===== src/rtl/store_buffer_pkg.sv =====
// Shared store-buffer entry layout and memory-op encodings.
// Entry layout: {op[2:0], addr[31:0]}.
package storeBufPkg;

  localparam int unsigned ADDR_W      = 32;
  localparam int unsigned OP_W        = 3;
  localparam int unsigned ENTRY_W     = OP_W + ADDR_W;
  localparam int unsigned WORD_ADDR_W = ADDR_W - 2;

  typedef enum logic [OP_W-1:0] {
    OpByte = 3'b000,
    OpHalf = 3'b001,
    OpWord = 3'b010
  } mem_op_e;

endpackage


===== src/rtl/store_buffer_sb_match.sv =====
// Associative load-address compare over valid store-buffer entries.
// Walks oldest to youngest so the youngest matching word store wins.
module sbMatch
  import storeBufPkg::*;
#(
  parameter int unsigned DEPTH = 4,
  parameter int unsigned EW    = ENTRY_W,
  parameter int unsigned DW    = 32,
  parameter int unsigned PW    = $clog2(DEPTH),
  parameter int unsigned CW    = PW + 1
) (
  input  logic [DEPTH-1:0][EW-1:0] addrs,
  input  logic [DEPTH-1:0][DW-1:0] datas,
  input  logic [PW-1:0]            rd_ptr,
  input  logic [CW-1:0]            count,
  input  logic [WORD_ADDR_W-1:0]   load_addr,
  output logic                     hit,
  output logic [DW-1:0]            data
);

  logic [PW-1:0] idx;
  logic [1:0]    unused_byte_bits;

  always_comb begin
    hit              = 1'b0;
    data             = '0;
    idx              = '0;
    unused_byte_bits = '0;
    for (int i = 0; i < DEPTH; i++) begin
      unused_byte_bits = unused_byte_bits ^ addrs[i][1:0];
      idx = rd_ptr + PW'(i);
      if ((CW'(i) < count) &&
          (addrs[idx][ADDR_W +: OP_W] == OpWord) &&
          (addrs[idx][ADDR_W-1:2] == load_addr)) begin
        hit  = 1'b1;
        data = datas[idx];
      end
    end
  end

endmodule


===== src/rtl/store_buffer.sv =====
// Circular FIFO of committed stores awaiting cache write.
// Store-to-load forwarding is compiled in only when STORE_BUF_FWD_EN is defined.
module store_buffer
  import storeBufPkg::*;
#(
  parameter int unsigned DEPTH = 4,
  parameter int unsigned EW    = ENTRY_W,
  parameter int unsigned DW    = 32
) (
  input  logic                     Phi1,
  input  logic                     Reset_s1,
  input  logic                     pushStore_s1,
  input  logic [EW-1:0]            pushAddr_s1,
  input  logic [DW-1:0]            pushData_s1,
  input  logic                     popStoreBuffer_s1,
  output logic [EW-1:0]            storeBufAddr_s1w,
  output logic [DW-1:0]            storeBufData_s1w,
  output logic                     sbEmpty_s1,
  output logic                     sbFull_s1,
  output logic [$clog2(DEPTH):0]   sbCount_s1,
  output logic                     sbOverflow_s1,
  input  logic [WORD_ADDR_W-1:0]   loadAddr_s1,
  output logic                     fwdHit_s1,
  output logic [DW-1:0]            fwdData_s1
);

  localparam int unsigned PW = $clog2(DEPTH);
  localparam int unsigned CW = PW + 1;

  logic [DEPTH-1:0][EW-1:0] addr_mem;
  logic [DEPTH-1:0][DW-1:0] data_mem;

  logic [PW-1:0] rd_ptr_q, wr_ptr_q;
  logic [CW-1:0] count_q;
  logic          overflow_q;
  logic          do_push, do_pop;

  assign sbEmpty_s1    = (count_q == '0);
  assign sbFull_s1     = (count_q == CW'(DEPTH));
  assign sbCount_s1    = count_q;
  assign sbOverflow_s1 = overflow_q;

  assign do_pop  = popStoreBuffer_s1 && !sbEmpty_s1;
  // A pop frees the head slot in the same cycle, so a full buffer can still accept.
  assign do_push = pushStore_s1 && (!sbFull_s1 || popStoreBuffer_s1);

  always_ff @(posedge Phi1 or posedge Reset_s1) begin
    if (Reset_s1) begin
      rd_ptr_q   <= '0;
      wr_ptr_q   <= '0;
      count_q    <= '0;
      overflow_q <= 1'b0;
    end else begin
      if (do_push) wr_ptr_q <= wr_ptr_q + PW'(1);
      if (do_pop)  rd_ptr_q <= rd_ptr_q + PW'(1);
      if (do_push && !do_pop)      count_q <= count_q + CW'(1);
      else if (do_pop && !do_push) count_q <= count_q - CW'(1);
      if (pushStore_s1 && sbFull_s1 && !popStoreBuffer_s1) overflow_q <= 1'b1;
    end
  end

  // Entry storage is deliberately not reset; count gates every read.
  always_ff @(posedge Phi1) begin
    if (do_push) begin
      addr_mem[wr_ptr_q] <= pushAddr_s1;
      data_mem[wr_ptr_q] <= pushData_s1;
    end
  end

  assign storeBufAddr_s1w = sbEmpty_s1 ? '0 : addr_mem[rd_ptr_q];
  assign storeBufData_s1w = sbEmpty_s1 ? '0 : data_mem[rd_ptr_q];

`ifdef STORE_BUF_FWD_EN
  sbMatch #(
    .DEPTH (DEPTH),
    .EW    (EW),
    .DW    (DW),
    .PW    (PW),
    .CW    (CW)
  ) u_match (
    .addrs     (addr_mem),
    .datas     (data_mem),
    .rd_ptr    (rd_ptr_q),
    .count     (count_q),
    .load_addr (loadAddr_s1),
    .hit       (fwdHit_s1),
    .data      (fwdData_s1)
  );
`else
  logic unused_load_addr;
  assign unused_load_addr = ^loadAddr_s1;
  assign fwdHit_s1        = 1'b0;
  assign fwdData_s1       = '0;
`endif

endmodule


===== config.mk =====
export PLATFORM = sky130hd
export DESIGN_NAME = store_buffer
export DESIGN_NICKNAME = d
export VERILOG_FILES = /design/src/rtl/store_buffer_pkg.sv /design/src/rtl/store_buffer_sb_match.sv /design/src/rtl/store_buffer.sv
export SDC_FILE = /design/constraint.sdc
export NUM_CORES = 1
export LEC_CHECK = 0
export ABC_CLOCK_PERIOD_IN_PS = 9300
export BUFFER_PORTS_ARGS = -buffer_cell sky130_fd_sc_hd__buf_4
export CAP_MARGIN = 10
export CORE_UTILIZATION = 35
export CTS_CLUSTER_DIAMETER = 60
export CTS_CLUSTER_SIZE = 10
export DETAILED_ROUTE_END_ITERATION = 8
export HOLD_SLACK_MARGIN = 0.1
export SLEW_MARGIN = 20
export SYNTH_ARGS = -nofsm -noshare
export SYNTH_HDL_FRONTEND = slang
export SYNTH_SLANG_ARGS = --single-unit

===== constraint.sdc =====
create_clock -name Phi1 -period 9.3 [get_ports Phi1]
set_clock_uncertainty 0.15 [all_clocks]
set_input_delay 0.93 -clock Phi1 [delete_from_list [all_inputs] [get_ports Phi1]]
set_output_delay 0.93 -clock Phi1 [all_outputs]
set_load 0.05 [all_outputs]

Word-level counts from Yosys, hierarchy flattened
Index checks and enable logic that the tools add are counted.
{"block": "word_totals", "ram_bits": 0, "word_cells": 49, "input_bits": 101, "out_inout_bits": 106, "rom_bits": 0, "reg_bits": 276, "latch_bits": 0, "n_memories": 0}
{"block": "classes", "mux": 14, "bitwise": 0, "n_shift": 0, "reduce_logical": 15, "mul": 0, "n_div": 0, "n_lt_le_gt_ge": 3, "addsub": 4, "eq_ne": 1}
{"op": "$bwmux W140", "count": 1}
{"op": "$bwmux W128", "count": 1}
{"op": "$mux W35", "count": 3}
{"op": "$mux W32", "count": 3}
{"op": "$bmux W35 S2", "count": 1}
{"op": "$demux W35 S2", "count": 1}
{"op": "$bmux W32 S2", "count": 1}
{"op": "$demux W32 S2", "count": 1}
{"op": "$logic_and A1 B1 Y1", "count": 7}
{"op": "$lt A2 B3 Y1 const B", "count": 2}
{"op": "$mux W3", "count": 2}
{"op": "$logic_not A1 Y1", "count": 5}
{"op": "$add A2 B1 Y2 const B", "count": 2}
{"op": "$add A3 B1 Y3 const B", "count": 1}
{"op": "$eq A3 B3 Y1 const B", "count": 1}
{"op": "$logic_not A3 Y1", "count": 1}
{"op": "$sub A3 B1 Y3 const B", "count": 1}
{"op": "$ge A2 B1 Y1 const B", "count": 1}
{"op": "$reduce_bool A2 Y1", "count": 1}
{"op": "$logic_or A1 B1 Y1", "count": 1}

Depth between registers and ports, before layout
{"block": "logic_depth", "word_depth": 8, "depth_mapped": 10, "depth_no_buf": 8}

Least setup slack after synthesis
OpenSTA, ideal clock, no wires.
{"block": "synth_path", "kind": "reg2reg", "from": "register count_q[2], in the netlist sbCount_s1[2]", "to": "register addr_mem[0] (netlist bit), enable pin", "t_required_ns": 8.590, "path_stages_with_launch": 4, "n_path_buf": 0, "t_arrival_ns": 3.241, "setup_ns": 0.560, "path_slack_ns": 5.349, "synth_period_minus_slack_ns": 3.951, "path_cell_list": "dfrtp_1 > nor3b_1 > a21boi_2 > and2_1"}
{"block": "synth_between", "elab_chain_cells": 4}
{"item": "start: declaration", "line_no": "store_buffer.sv:34", "source": "logic [CW-1:0] count_q;"}
{"item": "start signal: assignment", "line_no": "store_buffer.sv:56", "source": "if (do_push && !do_pop) count_q <= count_q + CW'(1);"}
{"item": "start signal: assignment", "line_no": "store_buffer.sv:57", "source": "else if (do_pop && !do_push) count_q <= count_q - CW'(1);"}
{"item": "$eq A3 B3 Y1", "line_no": "store_buffer.sv:39", "source": "assign sbFull_s1 = (count_q == CW'(DEPTH));"}
{"item": "via sbFull_s1", "line_no": "store_buffer.sv:19", "source": "output logic sbFull_s1,"}
{"item": "$logic_not A1 Y1", "line_no": "store_buffer.sv:45", "source": "assign do_push = pushStore_s1 && (!sbFull_s1 || popStoreBuffer_s1);"}
{"item": "$logic_or A1 B1 Y1", "line_no": "store_buffer.sv:45"}
{"item": "$logic_and A1 B1 Y1", "line_no": "store_buffer.sv:45"}
{"item": "via do_push", "line_no": "store_buffer.sv:36", "source": "logic do_push, do_pop;"}
{"item": "end signal: indexed assignment", "line_no": "store_buffer.sv:65", "source": "addr_mem[wr_ptr_q] <= pushAddr_s1;"}
{"item": "end: declaration", "line_no": "store_buffer.sv:30", "source": "logic [DEPTH-1:0][EW-1:0] addr_mem;"}
The timed path passes the listed nets, and every way through them passes these cells.
A chain may end at the register's enable or synchronous reset.

Worst setup path after layout
{"block": "layout_path", "from": "register rd_ptr_q[0]", "to": "output storeBufData_s1w[30]"}
{"block": "layout_between", "elab_chain_cells": 3}
{"item": "start: declaration", "line_no": "store_buffer.sv:33", "source": "logic [PW-1:0] rd_ptr_q, wr_ptr_q;"}
{"item": "start signal: assignment", "line_no": "store_buffer.sv:55", "source": "if (do_pop) rd_ptr_q <= rd_ptr_q + PW'(1);"}
{"item": "$bmux W32 S2", "line_no": "store_buffer.sv:71", "source": "assign storeBufData_s1w = sbEmpty_s1 ? '0 : data_mem[rd_ptr_q];"}
{"item": "$mux W32 (implied by the code)", "line_no": "store_buffer.sv:71"}
{"item": "$mux W32", "line_no": "store_buffer.sv:71"}
{"item": "end: declaration", "line_no": "store_buffer.sv:17", "source": "output logic [DW-1:0] storeBufData_s1w,"}
Every way passes these cells. The select of a mux whose other input is x is not followed.

==> metrics.md <==
| Metric | Value |
|---|---|
| Outcome | `finished clean` |
| Arrival @ worst endpoint | `3.10 ns` |
| RSZ-0062 raised after global routing | `false` |
| Antenna diode count | `0` |
| CORE AREA | `30,510 um^2` |
| Vias in the first global route | `5,431` |
| M1 wire length | `8311 um` |
| Clock network fraction of total power | `23.0%` |
| CTS HTree Levels | `2` |
| Vias per std cell | `4.711` |
| Setup crit end kind | `output port` |
| Number of antenna violations at the first check in global routing | `0` |
| Vias | `5,017` |
| Wire per inst | `18.62 um` |
| Total design power | `5169 uW` |
| Comb power frac | `42.1%` |
| Max Cap Viol | `0` |
| Cts bufs inserted | `34` |
| Slew headroom | `27.28%` |
| Critical Path Fanout Max | `42` |
| Worst-path cell chain | `buf_4 > mux4_2 > and2_1 > buf_4` |
| Clk_lat worst skew | `0.49 ns` |
| Final Core Density | `43.43%` |
| Most used cell, CP | `buf_4` |
| CTS tree | `done` |
| Layout cells sized above 1 | `39.91%` |
| Port Buffers | `143` |
| Hold_buf cts | `0` |
| Final period util | `44.96%` |
| Final setup violation count | `0` |
| DRT Pass-1 Iters | `4` |
| First-pass GRT wire length | `30,590 um` |
| GPL Wtd Cong | `0.6670` |
| Clk buf depth | `3` |
| Fin nets | `766` |
| Hold violation count in the final report | `0` |
| Type of the worst min-delay path | `input port to asynchronous set/reset pin` |
| Area Overhead vs Synth | `22.43%` |
| Grt total ovfl | `0` |
| Pint | `3178 uW` |
| Antenna Nets Post-Route | `0` |
| Drt total wl | `19,830 um` |
| Commonest non-fill, non-tap cell in the layout | `edfxtp_1` |
| Cell variety after synth | `23` |
| Worst slew pin tran | `1.091 ns` |
| Initial drt markers | `255` |
| Switching Power | `1991 uW` |
| Clk pin slew, worst setup/hold paths | `0.05 ns` |
| Cells after synthesis | `499` |
| Avg Cell Area, Syn | `21.69 um^2` |
| Pwr dens | `390.1 nW/um^2` |
| CP startpoint kind | `flop` |
| Dpl ws | `5.471 ns` |
| All-Layer GR Usage | `12.97%` |
| Sequential fraction of the synthesis area | `76.21%` |
| Largest net degree at the start of global routing | `69` |
| Max Used Layer | `met4` |
| Critical path class | `flop to output port` |
| Worst Hold Slack | `0.2405 ns` |
| Switching part of the total | `38.52%` |
| CP max-delay cell | `dfrtp_4` |
| CP required | `8.22 ns` |
| Clock sinks | `276` |
| I/O pin cnt | `207` |
| Final Slew Violations | `0` |
| Die ar. | `31,630 um^2` |
| Row cnt | `64` |
| Post-CTS Setup Bufs | `0` |
| Initial core utilization | `35.47%` |
| Most frequent cells in the layout | `268 x edfxtp_1, 145 x buf_4, 67 x mux4_2, 67 x and2_1, 37 x clkbuf_16` |
| Setup WS post-layout | `5.118 ns` |
| Clock root cell | `clkbuf_16` |
| Max stage delay on crit path | `0.81 ns` |
| Met3 wire len | `1290 um` |
| DRC viols | `0` |
| Routed met2 length | `9836 um` |
| HPWL after DPL | `10,730 um` |
| Fmax | `239.1 MHz` |
| Post-synthesis register bit count | `276` |
| Die X-Extent | `177.8 um` |
| Leak | `0.004613 uW` |
| Die Y | `177.8 um` |
| Post-route setup TNS | `0 ns` |
| Post-CTS sizing | `0` |
| Flop pwr share | `34.9%` |
| Final min period | `4.182 ns` |
| Max VDD drop | `0.0002241 V` |
| Yosys warns | `0` |
| Cell Area, Synth | `10,820 um^2` |
-- layout make-up --
class,count,area [um^2]
repair buffers,149,1184
multi-input cells,192,2292
clock inverters,3,42.54
well taps,396,495.5
fillers,2624,17260
flip-flops and latches,276,8255
inverters,6,22.52
clock buffers,43,958.4
-- critical path, delay by kind of cell (launching register included) --
| kind | cells | cell delay, ns |
|---|---|---|
| buffers and inverters | 2 | 0.97 |
| flip-flops | 1 | 0.81 |
| multiplexers | 1 | 0.58 |
| AND/OR/NAND/NOR | 1 | 0.18 |
-- power by group through the flow --
stage               registers [uW]  logic [uW]  clock network (uW)
finish                        1800        2180                1190
floorplan                     1750        1670                   0
detailed placement            1850        2190                   0
global placement              1830        2180                   0
CTS                           1830        2190                1230
global route                  1840        2300                1270
-- cells in the mapped netlist --
cell,count,area [um^2]
a21boi_2,1,11.26
nor3b_1,1,7.510
edfxtp_1,268,8048
ha_1,5,62.56
xor2_1,2,17.52
dfrtp_1,8,200.2
nand2_1,1,3.750
and2_1,71,444.2
mux4_2,67,1509
nor2_1,1,3.750
a31o_2,1,8.760
buf_2,8,40.04
buf_12,2,40.04
or3_1,1,6.260
buf_6,1,11.26
inv_1,6,22.52
conb_1,1,3.750
mux2_2,2,22.52
clkbuf_1,12,45.04
nand3_1,1,5.000
xnor2_1,4,35.03
buf_4,34,255.2
fa_1,1,20.02
-- per-layer routing --
| layer | GRT usage (%) | vias to the layer above |
|---|---|---|
| met5 | 0 | - |
| met4 | 3.882 | 0 |
| met3 | 3.663 | 34 |
| met2 | 22.35 | 164 |
| met1 | 15.77 | 2591 |
| li1 | - | 2228 |
-- worst paths after layout --
kind                                    start                   end  slack, ns  cells past startpoint
min in group Phi1               sbOverflow_s1         sbOverflow_s1       0.33                      1
worst min register to register  sbOverflow_s1         sbOverflow_s1       0.33                      1
worst min-delay path                 Reset_s1         sbOverflow_s1       0.24                      2
max in group asynchronous            Reset_s1           rd_ptr_q[0]       8.48                      2
worst max register to register  sbCount_s1[0]         sbCount_s1[2]       6.58                      8
worst max-delay path              rd_ptr_q[0]  storeBufData_s1w[30]       5.12                      4
-- cell families after synthesis --
family / count (synthesis) / synth area share [%]
other: 1 / 0.03465
AND/OR/NAND/NOR: 76 / 4.347
buffers and inverters: 63 / 3.827
multiplexers: 69 / 14.15
flip-flops: 276 / 76.21
XOR/XNOR: 6 / 0.4855
adder cells (fa/ha/maj): 6 / 0.7630
AO/OA/AOI/OAI: 2 / 0.1850
-- stage by stage --
| step | cell area, um^2 | instances |
|---|---|---|
| finish | 13250 | 1065 |
| global route | 13250 | 1065 |
| CTS | 13160 | 1061 |
| detailed placement | 12150 | 1015 |
| global placement | 12150 | 1015 |
| floorplan | 10940 | 531 |
-- state kept, by name, indices dropped and copies added (netlist names) --
| name | flops |
|---|---|
| sbOverflow_s1 | 1 |
| addr_mem | 140 |
| rd_ptr_q | 2 |
| wr_ptr_q | 2 |
| sbCount_s1 | 3 |
| data_mem | 128 |
(Power assumes the default switching activity.)
